===== config.mk =====
export PLATFORM = sky130hd
export DESIGN_NAME = booth_seq_mul_ctrl
export DESIGN_NICKNAME = d
export VERILOG_FILES = /design/src/rtl/booth_seq_mul_ctrl.sv
export SDC_FILE = /design/constraint.sdc
export NUM_CORES = 1
export LEC_CHECK = 0
export ABC_AREA = 1
export CAP_MARGIN = 30
export CORE_ASPECT_RATIO = 2
export CORE_UTILIZATION = 60
export CTS_BUF_LIST = sky130_fd_sc_hd__clkbuf_8
export DETAILED_ROUTE_END_ITERATION = 8
export HOLD_SLACK_MARGIN = 0.02
export PLACE_DENSITY_LB_ADDON = 0.25
export SLEW_MARGIN = 20
export SYNTH_ARGS = -nofsm -noshare
export SYNTH_HDL_FRONTEND = slang
export SYNTH_SLANG_ARGS = --single-unit

===== constraint.sdc =====
create_clock -name clk -period 4.2 [get_ports clk]
set_input_delay 0.42 -clock clk [delete_from_list [all_inputs] [get_ports clk]]
set_output_delay 0.42 -clock clk [all_outputs]
set_load 0.01 [all_outputs]

===== src/rtl/booth_seq_mul_ctrl.sv =====
// Iterative radix-2 Booth signed multiplier sequencer for the FIR MAC path.
// One operand pair per input handshake, WIDTH add/sub/shift steps, product on an output handshake.
module booth_seq_mul_ctrl #(
    parameter int WIDTH = 16
) (
    input  logic               clk,
    input  logic               rst,
    input  logic               in_valid,
    output logic               in_ready,
    input  logic [WIDTH-1:0]   mcand,
    input  logic [WIDTH-1:0]   mplier,
    output logic               out_valid,
    input  logic               out_ready,
    output logic [2*WIDTH-1:0] product,
    output logic               busy
);

    localparam int CW = $clog2(WIDTH + 1);
    localparam logic [CW-1:0] CNT_INIT = CW'(WIDTH);
    localparam logic [CW-1:0] CNT_ONE  = CW'(1);

    typedef enum logic [1:0] {
        ST_IDLE = 2'd0,
        ST_RUN  = 2'd1,
        ST_DONE = 2'd2
    } state_t;

    state_t             r_state;
    state_t             w_state_nxt;

    logic [WIDTH:0]     r_acc;
    logic [WIDTH-1:0]   r_q;
    logic               r_q_m1;
    logic [WIDTH:0]     r_m;
    logic [CW-1:0]      r_cnt;

    logic               r_in_ready;
    logic               r_out_valid;
    logic               r_busy;
    logic [2*WIDTH-1:0] r_product;

    logic               w_accept;
    logic               w_last;
    logic               w_add_en;
    logic               w_sub;
    logic [WIDTH:0]     w_sel_m;
    logic [WIDTH:0]     w_addend;
    logic [WIDTH:0]     w_sum;
    logic [WIDTH:0]     w_acc_sh;
    logic [WIDTH-1:0]   w_q_sh;

    // Booth recoding of {Q[0], q_m1}: returns {add_enable, subtract}.
    function automatic logic [1:0] booth_decode(input logic [1:0] pair);
        logic [1:0] d;
        case (pair)
            2'b01:   d = 2'b10;
            2'b10:   d = 2'b11;
            default: d = 2'b00;
        endcase
        return d;
    endfunction

    assign w_accept = in_valid && r_in_ready;
    assign w_last   = (r_state == ST_RUN) && (r_cnt == CNT_ONE);

    // Booth step datapath: operand-select mux, add/sub, arithmetic right shift.
    always_comb begin
        {w_add_en, w_sub} = booth_decode({r_q[0], r_q_m1});
        // Subtraction is ~M plus a carry-in, so only one adder is needed.
        w_sel_m  = w_sub    ? ~r_m    : r_m;
        w_addend = w_add_en ? w_sel_m : {(WIDTH+1){1'b0}};
        w_sum    = r_acc + w_addend + {{WIDTH{1'b0}}, w_sub};
        w_acc_sh = {w_sum[WIDTH], w_sum[WIDTH:1]};
        w_q_sh   = {w_sum[0], r_q[WIDTH-1:1]};
    end

    // Next-state decode.
    always_comb begin
        w_state_nxt = r_state;
        case (r_state)
            ST_IDLE: begin
                if (w_accept) begin
                    w_state_nxt = ST_RUN;
                end else begin
                    w_state_nxt = ST_IDLE;
                end
            end
            ST_RUN: begin
                if (r_cnt == CNT_ONE) begin
                    w_state_nxt = ST_DONE;
                end else begin
                    w_state_nxt = ST_RUN;
                end
            end
            ST_DONE: begin
                if (out_ready) begin
                    w_state_nxt = ST_IDLE;
                end else begin
                    w_state_nxt = ST_DONE;
                end
            end
            default: w_state_nxt = ST_IDLE;
        endcase
    end

    // State register.
    always_ff @(posedge clk) begin
        if (rst) begin
            r_state <= ST_IDLE;
        end else begin
            r_state <= w_state_nxt;
        end
    end

    // Operand load and per-step update of {A, Q, q_m1} and the step counter.
    always_ff @(posedge clk) begin
        if (rst) begin
            r_acc  <= {(WIDTH+1){1'b0}};
            r_q    <= {WIDTH{1'b0}};
            r_q_m1 <= 1'b0;
            r_m    <= {(WIDTH+1){1'b0}};
            r_cnt  <= {CW{1'b0}};
        end else if (w_accept) begin
            r_acc  <= {(WIDTH+1){1'b0}};
            r_q    <= mplier;
            r_q_m1 <= 1'b0;
            r_m    <= {mcand[WIDTH-1], mcand};
            r_cnt  <= CNT_INIT;
        end else if (r_state == ST_RUN) begin
            r_acc  <= w_acc_sh;
            r_q    <= w_q_sh;
            r_q_m1 <= r_q[0];
            r_cnt  <= r_cnt - CNT_ONE;
        end
    end

    // Product is captured from the final step and held until the next result.
    always_ff @(posedge clk) begin
        if (rst) begin
            r_product <= {(2*WIDTH){1'b0}};
        end else if (w_last) begin
            r_product <= {w_acc_sh[WIDTH-1:0], w_q_sh};
        end
    end

    // Handshake/status outputs registered from the next state.
    always_ff @(posedge clk) begin
        if (rst) begin
            r_in_ready  <= 1'b1;
            r_out_valid <= 1'b0;
            r_busy      <= 1'b0;
        end else begin
            r_in_ready  <= (w_state_nxt == ST_IDLE);
            r_out_valid <= (w_state_nxt == ST_DONE);
            r_busy      <= (w_state_nxt != ST_IDLE);
        end
    end

    assign in_ready  = r_in_ready;
    assign out_valid = r_out_valid;
    assign busy      = r_busy;
    assign product   = r_product;

endmodule

==> flow_metrics.env <==
export IMPL_status="finished, final reports clean"
export IMPL_htree_levels=3
export IMPL_viasPerCell=5.36
export IMPL_path_clk_slew_ns=0.09
export IMPL_r2r_end="product[31]"
export IMPL_critPathLaunch="r_q[0]"
export IMPL_synth_xor_area_share_pct=1.32
export IMPL_slowest_delay_ns=0.73
export IMPL_numCtsBuffers=9
export IMPL_synth_cell_types=32
export IMPL_die_area_sq_um=8120
export IMPL_num_antenna_cells=0
export IMPL_cts_path_max_buffers=2
export IMPL_synth_flop_cell="dfxtp_1"
export IMPL_synthSimpleGateAreaFrac_pct=26.5
export IMPL_synth_mux_area_share_pct=0
export IMPL_die_h_um=126
export IMPL_ys_seq_area_share_pct=39.2
export IMPL_layout_min_cycle_time_ns=2.98
export IMPL_worst_ep_arrival_time_ns=3.26
export IMPL_port_buffers=70
export IMPL_syn_area_sq_um=4650
export IMPL_synth_top_family_by_area="simple AND/OR/NAND/NOR gates"
export IMPL_cp_slowest_cell="ha_1"
export IMPL_tightest_slew_ns=0.850
export IMPL_final_nets=776
export IMPL_cts_root_buf="clkbuf_8"
export IMPL_rrSetupSlack_ns=1.22
export IMPL_p_leak_nw=2.57
export IMPL_drc=0
export IMPL_cts_setup_buffers=0
export IMPL_skew_ns=0.0107
export IMPL_clk_latency_ns=0.37
export IMPL_area_delta_synth_final_pct=18.8
export IMPL_fin_util_pct=73.2
export IMPL_critPathLaunchType="flop"
export IMPL_path_class="flop to flop"
export IMPL_post_cts_resized=0
export IMPL_core_sq_um=7540
export IMPL_hold_buffers=0
export IMPL_avgSynthCellArea_sq_um=6.99
export IMPL_grt_pass1_wl_mm=18.5
export IMPL_async_reset_ff_share_pct=0
export IMPL_rsz0062_at_grt="no"
export IMPL_rows=45
export IMPL_cts_tree="yes"
export IMPL_endpoint="product[31]"
export IMPL_grt_pass1_vias=4242
export IMPL_grt_usage_pct=29.7
export IMPL_wl_met3_um=358
export IMPL_cap_violations=0
export IMPL_min_delay_start="product[3]"
export IMPL_met1_length_mm=3.92
export IMPL_drt_pass1_iterations=7
export IMPL_max_freq_ghz=0.335
export IMPL_drive_gt1_share_pct=5.66
export IMPL_reg2reg_from="r_q[0]"
export IMPL_routed_top_layer="met4"
export IMPL_fillerInstances=637
export IMPL_cts_sinks=91
export IMPL_start_util_pct=61.6
export IMPL_ant_nets=0
export IMPL_hpwl_mm=8.54
export IMPL_routed_wl_met2_mm=6.46
export IMPL_crit_top_cell="nand2_1"
export IMPL_synthCells=665
export IMPL_cp_max_fo=33
export IMPL_relSlewSlack_pct=43.3
export IMPL_placedInstanceArea_sq_um=5320
export IMPL_synthAdderAreaFrac_pct=5.71
export IMPL_via_count=4387
export IMPL_path_cells="ha_1 > a21oi_1 > o21ai_0 > fa_1 > inv_1 > fa_1 > nand2_1 > nand2_1 > nand3_1 > nand2_1 > nand2_1 > nand2_1 > nand2_1 > nand3_1 > nand2_1 > inv_1"
export IMPL_drv_slew=0
export IMPL_ios=71
export IMPL_ys_warn_count=0
export IMPL_ys_seq_elements=91
export IMPL_worstHoldPathType="flop to flop"
export IMPL_synth_compound_area_share_pct=16.0
export IMPL_vdd_ir_drop_worst_mv=0.398
export IMPL_syn_num_nets=721
export IMPL_place_gp_congestion=0.923
export IMPL_cp_end_kind="flop"
export IMPL_detail_route_wl_per_cell_um=14.0
export IMPL_die_x_um=64.2
export IMPL_fin_tns_setup_ns=0
export IMPL_synth_edff_count=0
export IMPL_dr_first_iter_drc_count=305
export IMPL_finalHoldViolCount=0
export IMPL_setup_viol=0
export IMPL_overflow=0
export IMPL_total_power_mw=1.91
export IMPL_drt_total_wl_mm=11.5
export IMPL_r2r_cells=16
export IMPL_grt_max_degree=46
export IMPL_p_per_area_nw_per_um2=346
export IMPL_post_route_period_util_pct=71.0
export IMPL_antenna_found_initial=0
export IMPL_crit_required_ns=4.48
export IMPL_fin_area_sq_um=5520
## metal layers
metal  vias to the layer above  track usage (%)
li1                       2236                -
met1                      1980             26.0
met2                       122             57.1
met3                        49             5.58
met4                         0             22.2
met5                         -                0
## registers in the layout, summed over array words and instances, names as in the netlist
name / cells
r_state: 2
r_q: 16
busy: 1
in_ready: 1
r_cnt: 5
out_valid: 1
product: 32
r_acc: 16
r_m: 16
r_q_m1: 1
## cells by family (layout without fill, tap and decap cells)
| logic type | count (synthesis) | count (layout) |
|---|---|---|
| adders and majority gates | 20 | 20 |
| AOI/OAI and AO/OA | 129 | 129 |
| buffers and inverters | 123 | 183 |
| xor gates and xnor gates | 7 | 7 |
| and+or+nand+nor | 295 | 295 |
| DFF | 91 | 91 |
## metrics by stage
stage	instances	setup slack, ns	hold slack, ns
5_1_grt	819	0.904	0.487
3_3_place_gp	802	1.36	0.441
4_1_cts	818	1.24	0.468
2_1_floorplan	665	1.85	0.433
6_report	819	1.22	0.467
3_5_place_dp	802	1.25	0.455
## cells in the mapped netlist, types with 2 or more instances
library cell	n	share of area, %
inv_1	83	6.7
a21oi_1	54	5.8
nor2_1	77	6.2
xnor2_1	6	1.1
nand4_1	2	0.27
o21ai_0	42	4.5
nor3_1	18	1.9
o221ai_1	16	3.0
nor2_4	2	0.48
buf_6	5	1.2
nor3_2	2	0.43
nand3_1	28	3.0
nand2_1	158	13
o21a_1	10	1.6
a21o_1	4	0.65
ha_1	18	4.8
buf_1	2	0.16
dfxtp_1	91	39
clkbuf_1	11	0.89
inv_4	2	0.27
nand2_4	2	0.48
inv_2	8	0.65
nand2_2	4	0.54
buf_2	11	1.2
fa_1	2	0.86
## worst max-delay path, delay by kind of cell (launching register included)
| family | cells | cell delay, ns |
|---|---|---|
| DFF | 1 | 0.38 |
| and+or+nand+nor | 9 | 0.78 |
| adders and majority gates | 3 | 1.34 |
| buffers and inverters | 2 | 0.09 |
| AOI/OAI and AO/OA | 2 | 0.29 |
## worst min-delay path by stage
stage | to | slack [ns] | cells after the start
after floorplan | r_q_m1 | 0.43 | 2
after global placement | r_q_m1 | 0.44 | 2
after detailed placement | product[6] | 0.45 | 2
after CTS | product[6] | 0.47 | 2
after global routing | product[3] | 0.49 | 2
final | product[3] | 0.47 | 2
## placed cells by master, fill, tap and decap left out, types with 3 or more instances in the layout
cell,count
nor3_1,18
inv_2,8
dfxtp_1,91
xnor2_1,6
clkbuf_8,11
ha_1,18
a21o_1,4
inv_1,83
clkdlybuf4s50_1,70
nand2_2,4
buf_4,3
nand2_1,158
o221ai_1,16
a21oi_1,54
o21a_1,10
o21ai_0,42
nand3_1,28
nor2_1,77
## layout make-up
| class | count | area [sq um] | area share (%) |
|---|---|---|---|
| Multi-Input combinational cell | 451 | 2300 | 41.7 |
| Clock buffer | 11 | 151 | 2.74 |
| Sequential cell | 91 | 1820 | 33.0 |
| Timing Repair Buffer | 74 | 738 | 13.4 |
| Tap cell | 94 | 118 | 2.13 |
| Inverter | 93 | 354 | 6.41 |
| Clock inverter | 5 | 35.0 | 0.635 |
## report_power, final
| group | leakage [nW] | switching [mW] | internal, mW | total, mW |
|---|---|---|---|---|
| clock network | 0.0961 | 0.316 | 0.250 | 0.566 |
| logic | 1.73 | 0.234 | 0.147 | 0.380 |
| registers | 0.744 | 0.0431 | 0.918 | 0.961 |
Power figures use the tool's default switching activity.
